### config.mk
export PLATFORM = sky130hd
export DESIGN_NAME = sync_debounce_bank
export DESIGN_NICKNAME = d
export VERILOG_FILES = /design/src/rtl/sync_pkg.sv /design/src/rtl/sync_debounce_ch.sv /design/src/rtl/sync_debounce_bank.sv
export SDC_FILE = /design/constraint.sdc
export NUM_CORES = 1
export LEC_CHECK = 0
export ABC_AREA = 1
export ABC_CLOCK_PERIOD_IN_PS = 1100
export CAP_MARGIN = 10
export CORE_ASPECT_RATIO = 2
export CORE_MARGIN = 2
export CORE_UTILIZATION = 52
export DETAILED_ROUTE_END_ITERATION = 7
export MAX_ROUTING_LAYER = met4
export PLACE_DENSITY = 0.78
export SLEW_MARGIN = 5
export SYNTH_ARGS = -nofsm -noshare
export SYNTH_HDL_FRONTEND = slang
export SYNTH_HIERARCHICAL = 1
export SYNTH_SLANG_ARGS = --single-unit
### constraint.sdc
create_clock -name clk -period 1.1 [get_ports clk]
set_input_delay 0.11 -clock clk [delete_from_list [all_inputs] [get_ports clk]]
set_output_delay 0.11 -clock clk [all_outputs]
set_load 0.02 [all_outputs]
### src/rtl/sync_pkg.sv
// Shared limits and helpers for the debounced synchronizer bank.
package sync_pkg;

  localparam int SYNC_MIN_STAGES   = 2;
  localparam int SYNC_MAX_STAGES   = 4;
  localparam int FILTER_MAX_CYCLES = 255;
  localparam int MAX_CHANNELS      = 64;

  // Counter must hold 0..cycles-1; one extra code keeps the width >= 1 even for cycles=1.
  function automatic int filter_cnt_width(input int cycles);
    return (cycles < 1) ? 1 : $clog2(cycles + 1);
  endfunction

endpackage

### src/rtl/sync_debounce_ch.sv
// One channel: SYNC_STAGES flop chain, stability filter and optional edge flops.
// Edge pulses are built only when SYNC_EDGE_DETECT_EN is defined.
module sync_debounce_ch
  import sync_pkg::*;
#(
  parameter int   SYNC_STAGES   = 2,
  parameter int   FILTER_CYCLES = 4,
  parameter logic RESET_VAL     = 1'b0
) (
  input  logic clk,
  input  logic resetn,
  input  logic d_async_i,
  output logic d_sync_o,
  output logic rise_o,
  output logic fall_o
);

  localparam int                CNT_W    = filter_cnt_width(FILTER_CYCLES);
  localparam logic [CNT_W-1:0] CNT_LAST = CNT_W'(FILTER_CYCLES - 1);

  logic [SYNC_STAGES-1:0] r_chain;
  logic [CNT_W-1:0]       r_cnt;
  logic                   r_stable;
  logic                   w_synced;
  logic                   w_commit;

  assign w_synced = r_chain[SYNC_STAGES-1];
  assign w_commit = (w_synced != r_stable) && (r_cnt == CNT_LAST);

  // NOTE: every flop here holds state, so all updates are non-blocking and all
  // of them, including the chain, are forced to the reset level asynchronously.
  always_ff @(posedge clk or negedge resetn) begin
    if (!resetn) begin
      r_chain  <= {SYNC_STAGES{RESET_VAL}};
      r_stable <= RESET_VAL;
      r_cnt    <= '0;
    end else begin
      r_chain <= {r_chain[SYNC_STAGES-2:0], d_async_i};
      if (w_synced == r_stable) begin
        r_cnt <= '0;
      end else if (w_commit) begin
        r_stable <= w_synced;
        r_cnt    <= '0;
      end else begin
        r_cnt <= r_cnt + 1'b1;
      end
    end
  end

  assign d_sync_o = r_stable;

`ifdef SYNC_EDGE_DETECT_EN
  logic r_rise;
  logic r_fall;

  // Pulses are registered off the same commit as r_stable so they line up with d_sync_o.
  always_ff @(posedge clk or negedge resetn) begin
    if (!resetn) begin
      r_rise <= 1'b0;
      r_fall <= 1'b0;
    end else begin
      r_rise <= w_commit & w_synced;
      r_fall <= w_commit & ~w_synced;
    end
  end

  assign rise_o = r_rise;
  assign fall_o = r_fall;
`else
  assign rise_o = 1'b0;
  assign fall_o = 1'b0;
`endif

endmodule

### src/rtl/sync_debounce_bank.sv
// Bank of NUM_CH independent debounced synchronizers with aggregated change flag.
// Define SYNC_EDGE_DETECT_EN to build the rise/fall/changed pulse logic.
module sync_debounce_bank
  import sync_pkg::*;
#(
  parameter int                NUM_CH        = 8,
  parameter int                SYNC_STAGES   = 2,
  parameter int                FILTER_CYCLES = 4,
  parameter logic [NUM_CH-1:0] RESET_VALUE   = '0
) (
  input  logic              clk,
  input  logic              resetn,
  input  logic [NUM_CH-1:0] d_async_i,
  output logic [NUM_CH-1:0] d_sync_o,
  output logic [NUM_CH-1:0] rise_o,
  output logic [NUM_CH-1:0] fall_o,
  output logic              changed_o
);

  if (NUM_CH < 1 || NUM_CH > MAX_CHANNELS) begin : g_bad_num_ch
    $error("sync_debounce_bank: NUM_CH out of range");
  end
  if (SYNC_STAGES < SYNC_MIN_STAGES || SYNC_STAGES > SYNC_MAX_STAGES) begin : g_bad_stages
    $error("sync_debounce_bank: SYNC_STAGES out of range");
  end
  if (FILTER_CYCLES < 1 || FILTER_CYCLES > FILTER_MAX_CYCLES) begin : g_bad_filter
    $error("sync_debounce_bank: FILTER_CYCLES out of range");
  end

  for (genvar g = 0; g < NUM_CH; g++) begin : g_ch
    sync_debounce_ch #(
      .SYNC_STAGES  (SYNC_STAGES),
      .FILTER_CYCLES(FILTER_CYCLES),
      .RESET_VAL    (RESET_VALUE[g])
    ) u_ch (
      .clk      (clk),
      .resetn   (resetn),
      .d_async_i(d_async_i[g]),
      .d_sync_o (d_sync_o[g]),
      .rise_o   (rise_o[g]),
      .fall_o   (fall_o[g])
    );
  end

  // OR of registered pulses only, so no input reaches this output combinationally.
  assign changed_o = |(rise_o | fall_o);

endmodule

==> impl_metrics.json, run 1 <==
{
  "n_fill_cell": 357,
  "finalHoldViolCount": 0,
  "ir_drop_v": 0.00120,
  "yosysTopAreaCellShare": 0.567,
  "p_sw_frac": 0.333,
  "synth_most_common_cell": "nand2_1",
  "ys_seq_area_frac": 0.567,
  "yosys.area_share.simple": 0.244,
  "grt_max_degree": 36,
  "setup_viol": 0,
  "clock_latency_ps": 290,
  "rows": 32,
  "yosys.area_share.xor_xnor": 0,
  "comb_power_share": 0.349,
  "antenna_found_initial": 0,
  "critPathRequiredTime_ps": 990,
  "cp-start-kind": "flip-flop",
  "wl_per_cell_um": 8.61,
  "synthCells": 239,
  "critPathTopFamily": "flip-flops",
  "synth_fa_ha_area_frac": 0.0473,
  "critPathCaptureType": "output pin",
  "syn2layout_area_growth_pct": 13.6,
  "synth_commonest_cells": "nand2_1 (53), dfrtp_1 (48), inv_1 (40), nor2_1 (34), nand2_2 (24)",
  "synth_area_leader_cell": "dfrtp_1",
  "pin_count": 35,
  "antenna_left": 0,
  "cts_buffer_depth": 2,
  "crit_path_max_fanout": 2,
  "synth.area.top_cells": "dfrtp_1 (57%), nand2_1 (9.4%), inv_1 (7.1%)",
  "fin_skew_ps": 3.59,
  "worstPathArrival_ps": 940,
  "pwr_density_cell_nw_per_um2": 2140,
  "cts-root-buf": "clkbuf_8",
  "dp_hpwl_um": 2170,
  "dr.pass1.iters": 4,
  "io_buffers": 17,
  "synth.cell_area_um2": 2120,
  "dieHeight_um": 94.3,
  "cp_slowest_stage_delay_ps": 380,
  "cts.clk_slew.worst_paths_ps": 70,
  "grt_setup_unrepaired": "false",
  "post-route-period-util": 0.957,
  "hp-class": "in2async",
  "grtUsageTotal": 0.147,
  "path_class": "reg2out",
  "crit_buf_inv": 1,
  "drc_errors": 0,
  "synth.avg_cell_area_um2": 8.86,
  "synthMuxAreaShare": 0,
  "regArea_um2": 1200,
  "fin_crit_ps": 1050,
  "p_sw_mw": 1.71,
  "via_count": 1383,
  "power_frac_clock": 0.195,
  "slowest_stage": "dfrtp_1",
  "internal-power_mw": 3.44,
  "wl_um": 2730,
  "cap_violations": 0,
  "finish.instance_area_um2": 2410,
  "synth_top_family_by_area": "simple AND/OR/NAND/NOR gates",
  "ys_types": 9,
  "power_frac_seq": 0.456,
  "slew_viol_final": 0,
  "die-area_um2": 4630,
  "multi_input_area_um2": 677,
  "holdWs_ps": 252,
  "grt_pass1_wl_um": 5090,
  "place_area_um2": 2340,
  "cts_tree": "done",
  "viasPerCell": 4.36,
  "grt_pass1_vias": 1361,
  "clock.fmax_ghz": 0.950,
  "synth_compound_area_frac": 0,
  "htree_levels": 2,
  "p_leak_nw": 1.31,
  "ys_seq_elements": 48,
  "finalNetCount": 283,
  "diodes": 0,
  "layout-drive-gt1-share": 0.173,
  "reg2reg_slack_ps": 150,
  "crit_chain": "clkdlybuf4s15_1",
  "yosys_warnings": 6,
  "async_flop_share": 1.00,
  "status": "finished, final reports clean",
  "cts_sinks": 48,
  "initial_core_util": 0.545,
  "ys.flop_type": "dfrtp_1",
  "drt_iter0_drc": 11,
  "synth-edff-count": 0,
  "cts_buffers": 5,
  "die_width_um": 49.1,
  "gp_congestion": 0.772,
  "overflow": 0,
  "tns_ps": 0,
  "coreArea_um2": 3880
}
[stage by stage]
step                      power (mW)   util  cells  setup WS (ps)
after detailed placement        4.32  0.602    308           54.6
after global placement          4.22  0.602    308           70.7
final                           5.15  0.620    317           47.6
after global routing            5.63  0.620    317          0.639
after floorplan                 3.63      -    247            244
after CTS                       5.28  0.627    317           4.71
[final timing paths]
kind	start	end	depth (start not counted)
setup / recovery	g_ch[3].u_ch/d_sync_o$_DFFE_PN0P_	d_sync_o[3]	1
hold / removal	resetn	g_ch[1].u_ch/r_chain[0]$_DFF_PN0_	2
setup reg to reg	g_ch[3].u_ch/r_cnt[0]$_DFF_PN0_	g_ch[3].u_ch/r_cnt[1]$_DFF_PN0_	4
hold reg to reg	g_ch[2].u_ch/r_chain[0]$_DFF_PN0_	g_ch[2].u_ch/r_chain[1]$_DFF_PN0_	0
max in group asynchronous	resetn	g_ch[7].u_ch/r_chain[1]$_DFF_PN0_	3
min in group clk	d_async_i[6]	g_ch[6].u_ch/r_chain[0]$_DFF_PN0_	1
[kinds of logic after synthesis]
logic type | after synthesis
simple gates | 119
fa+ha+maj | 8
other cells | 8
buf+inv | 56
flops | 48
[layout by cell type (no fill, tap or decap), types with 8 or more instances in the layout]
cell type / instances
nor2_1: 34
nand2_2: 24
nand3_1: 8
ha_1: 8
nand2_1: 53
dfrtp_1: 48
buf_4: 8
conb_1: 16
clkdlybuf4s50_1: 8
inv_1: 40
[metal layers]
layer,share of wire,routed length [µm],track usage,up-vias
met2,0.55,1500,0.271,36
li1,-,-,-,713
met4,0.023,63,0.0857,0
met1,0.37,1020,0.139,629
met3,0.051,140,0.0239,5
met5,0,0,-,-
[layout make-up]
class,count,share of cell area
Multi-Input combinational cell,143,0.281
Clock buffer,8,0.0374
Inverter,40,0.0624
Sequential cell,48,0.499
Timing Repair Buffer,27,0.0936
Tap cell,51,0.0265
[state kept, by name (all words and copies together) (netlist names)]
name                flops
g_ch.u_ch/r_chain      16
g_ch.u_ch/r_cnt        24
g_ch.u_ch/d_sync_o      8
[repair_timing]
item,in CTS,in global routing
setup endpoints to repair,8,7
buffers inserted,0,0
hold endpoints to repair,13,0
hold buffers,1,0
resized for setup,15,7
[power groups by stage]
stage          Clock (mW)  Combinational (mW)  Sequential (mW)
3_5_place_dp            0                1.93             2.39
2_1_floorplan           0                1.06             2.56
5_1_grt              1.15                2.08             2.40
6_report             1.01                1.80             2.35
3_3_place_gp            0                1.87             2.36
4_1_cts              1.05                1.88             2.35
Note: power is estimated with default switching activity, not from simulation.
==> run 2, diff against run 1 <==
--- a/config.mk
+++ b/config.mk
@@ -7,7 +7,6 @@
 export LEC_CHECK = 0
 export ABC_AREA = 1
 export ABC_CLOCK_PERIOD_IN_PS = 1100
-export CAP_MARGIN = 10
 export CORE_ASPECT_RATIO = 2
 export CORE_MARGIN = 2
 export CORE_UTILIZATION = 52
==> results of run 2 <==
Final layout, timing and power as in run 1 (identical DEF).
==> run 3, diff against run 2 <==
--- a/config.mk
+++ b/config.mk
@@ -13,6 +13,7 @@
 export DETAILED_ROUTE_END_ITERATION = 7
 export MAX_ROUTING_LAYER = met4
 export PLACE_DENSITY = 0.78
+export SKIP_CTS_REPAIR_TIMING = 1
 export SLEW_MARGIN = 5
 export SYNTH_ARGS = -nofsm -noshare
 export SYNTH_HDL_FRONTEND = slang
==> impl_metrics.json, run 3 (synthesized netlist as in run 1, its figures left out) <==
{
  "gp_congestion": 0.772,
  "diodes": 0,
  "io_buffers": 17,
  "p_leak_nw": 1.41,
  "worstPathArrival_ps": 870,
  "path_class": "reg2out",
  "post-route-period-util": 0.893,
  "setup_ws_ps": 118,
  "cts-root-buf": "clkbuf_8",
  "dieHeight_um": 94.3,
  "cp-start-kind": "flip-flop",
  "holdWs_ps": 241,
  "viasPerCell": 4.38,
  "layout-drive-gt1-share": 0.150,
  "via_count": 1387,
  "final_cell_mix": "nand2_1 (53), dfrtp_1 (48), inv_1 (40), nor2_1 (34), nand2_2 (24)",
  "wl_um": 2730,
  "slowest_stage": "dfrtp_1",
  "cp_slowest_stage_delay_ps": 380,
  "clock_latency_ps": 280,
  "drt_iter0_drc": 10,
  "drc_errors": 0,
  "cts.clk_slew.worst_paths_ps": 70,
  "fin_skew_ps": 2.86,
  "syn2layout_area_growth_pct": 16.0,
  "grt_pass1_vias": 1357,
  "die-area_um2": 4630,
  "crit_path_max_fanout": 2,
  "cts_buffer_depth": 2,
  "crit_buf_inv": 1,
  "ir_drop_v": 0.00122,
  "setup_viol": 0,
  "clock.fmax_ghz": 1.02,
  "antenna_found_initial": 0,
  "critPathCaptureType": "output pin",
  "regMostFlops": "g_ch.u_ch/r_cnt",
  "final_common_cell": "nand2_1",
  "pwr_density_cell_nw_per_um2": 2130,
  "dp_slack_ps": 54.6,
  "pin_count": 35,
  "antenna_left": 0,
  "tns_ps": 0,
  "cts_buffers": 5,
  "grt_pass1_wl_um": 5090,
  "crit_chain": "dlymetal6s2s_1",
  "initial_core_util": 0.545,
  "n_fill_cell": 351,
  "fin_crit_ps": 982,
  "rows": 32,
  "critPathTopFamily": "flip-flops",
  "critPathRequiredTime_ps": 990,
  "finalHoldViolCount": 0,
  "dp_hpwl_um": 2170,
  "grt_max_degree": 36,
  "cts_tree": "done",
  "finalNetCount": 283,
  "cap_violations": 0,
  "slew_viol_final": 0,
  "coreArea_um2": 3880,
  "grtUsageTotal": 0.147,
  "dr.pass1.iters": 4,
  "overflow": 0,
  "grt_setup_unrepaired": "false",
  "die_width_um": 49.1,
  "wl_per_cell_um": 8.62,
  "hp-class": "in2async",
  "largest_reg_flops": 24,
  "status": "finished, final reports clean",
  "htree_levels": 2,
  "cts_sinks": 48
}
## run 3: changes by cell type in the layout (fill, tap and decap cells not counted)
cell and change:
clkbuf_2 -6, dlymetal6s2s_1 +8, clkdlybuf4s15_1 -2
## run 3: layer usage
metal | GRT usage | part of all wire
met2 | 0.270 | 0.55
met5 | - | 0
met3 | 0.0239 | 0.049
met1 | 0.141 | 0.38
met4 | 0.0857 | 0.023
## run 3: where the power goes
group / internal, mW / switching [mW] / leakage, nW
registers: 2.17 / 0.176 / 0.604
logic: 0.844 / 1.04 / 0.758
clock network: 0.512 / 0.483 / 0.0455
total: 3.52 / 1.70 / 1.41
## run 3: through the flow
stage               std cells  power [mW]   util  cell area (µm²)
floorplan                 247        3.63      -             2150
global placement          308        4.22  0.602             2340
detailed placement        308        4.32  0.602             2340
CTS                       316        5.35  0.625             2430
global route              317        5.71  0.633             2460
finish                    317        5.22  0.633             2460
## run 3: path summary, 6_finish.rpt
check	end	slack (ps)	cells past startpoint	start
worst max-delay path	d_sync_o[0]	120	1	g_ch[0].u_ch/d_sync_o$_DFFE_PN0P_
worst min-delay path	g_ch[1].u_ch/r_chain[0]$_DFF_PN0_	240	2	resetn
worst max register to register	g_ch[3].u_ch/r_cnt[1]$_DFF_PN0_	140	4	g_ch[3].u_ch/r_cnt[0]$_DFF_PN0_
worst min register to register	g_ch[2].u_ch/r_chain[1]$_DFF_PN0_	350	0	g_ch[2].u_ch/r_chain[0]$_DFF_PN0_
max in group asynchronous	g_ch[0].u_ch/r_chain[0]$_DFF_PN0_	380	3	resetn
min in group clk	g_ch[4].u_ch/r_chain[0]$_DFF_PN0_	260	1	d_async_i[4]
## run 3: layout make-up
type                       count  area [µm²]  share of cell area
timing repair buffer          27         275               0.112
multi-input combinational    143         677               0.275
inverter                      40         150              0.0611
clock buffer                   8        90.1              0.0367
tap                           51        63.8              0.0260
sequential                    48        1200               0.489
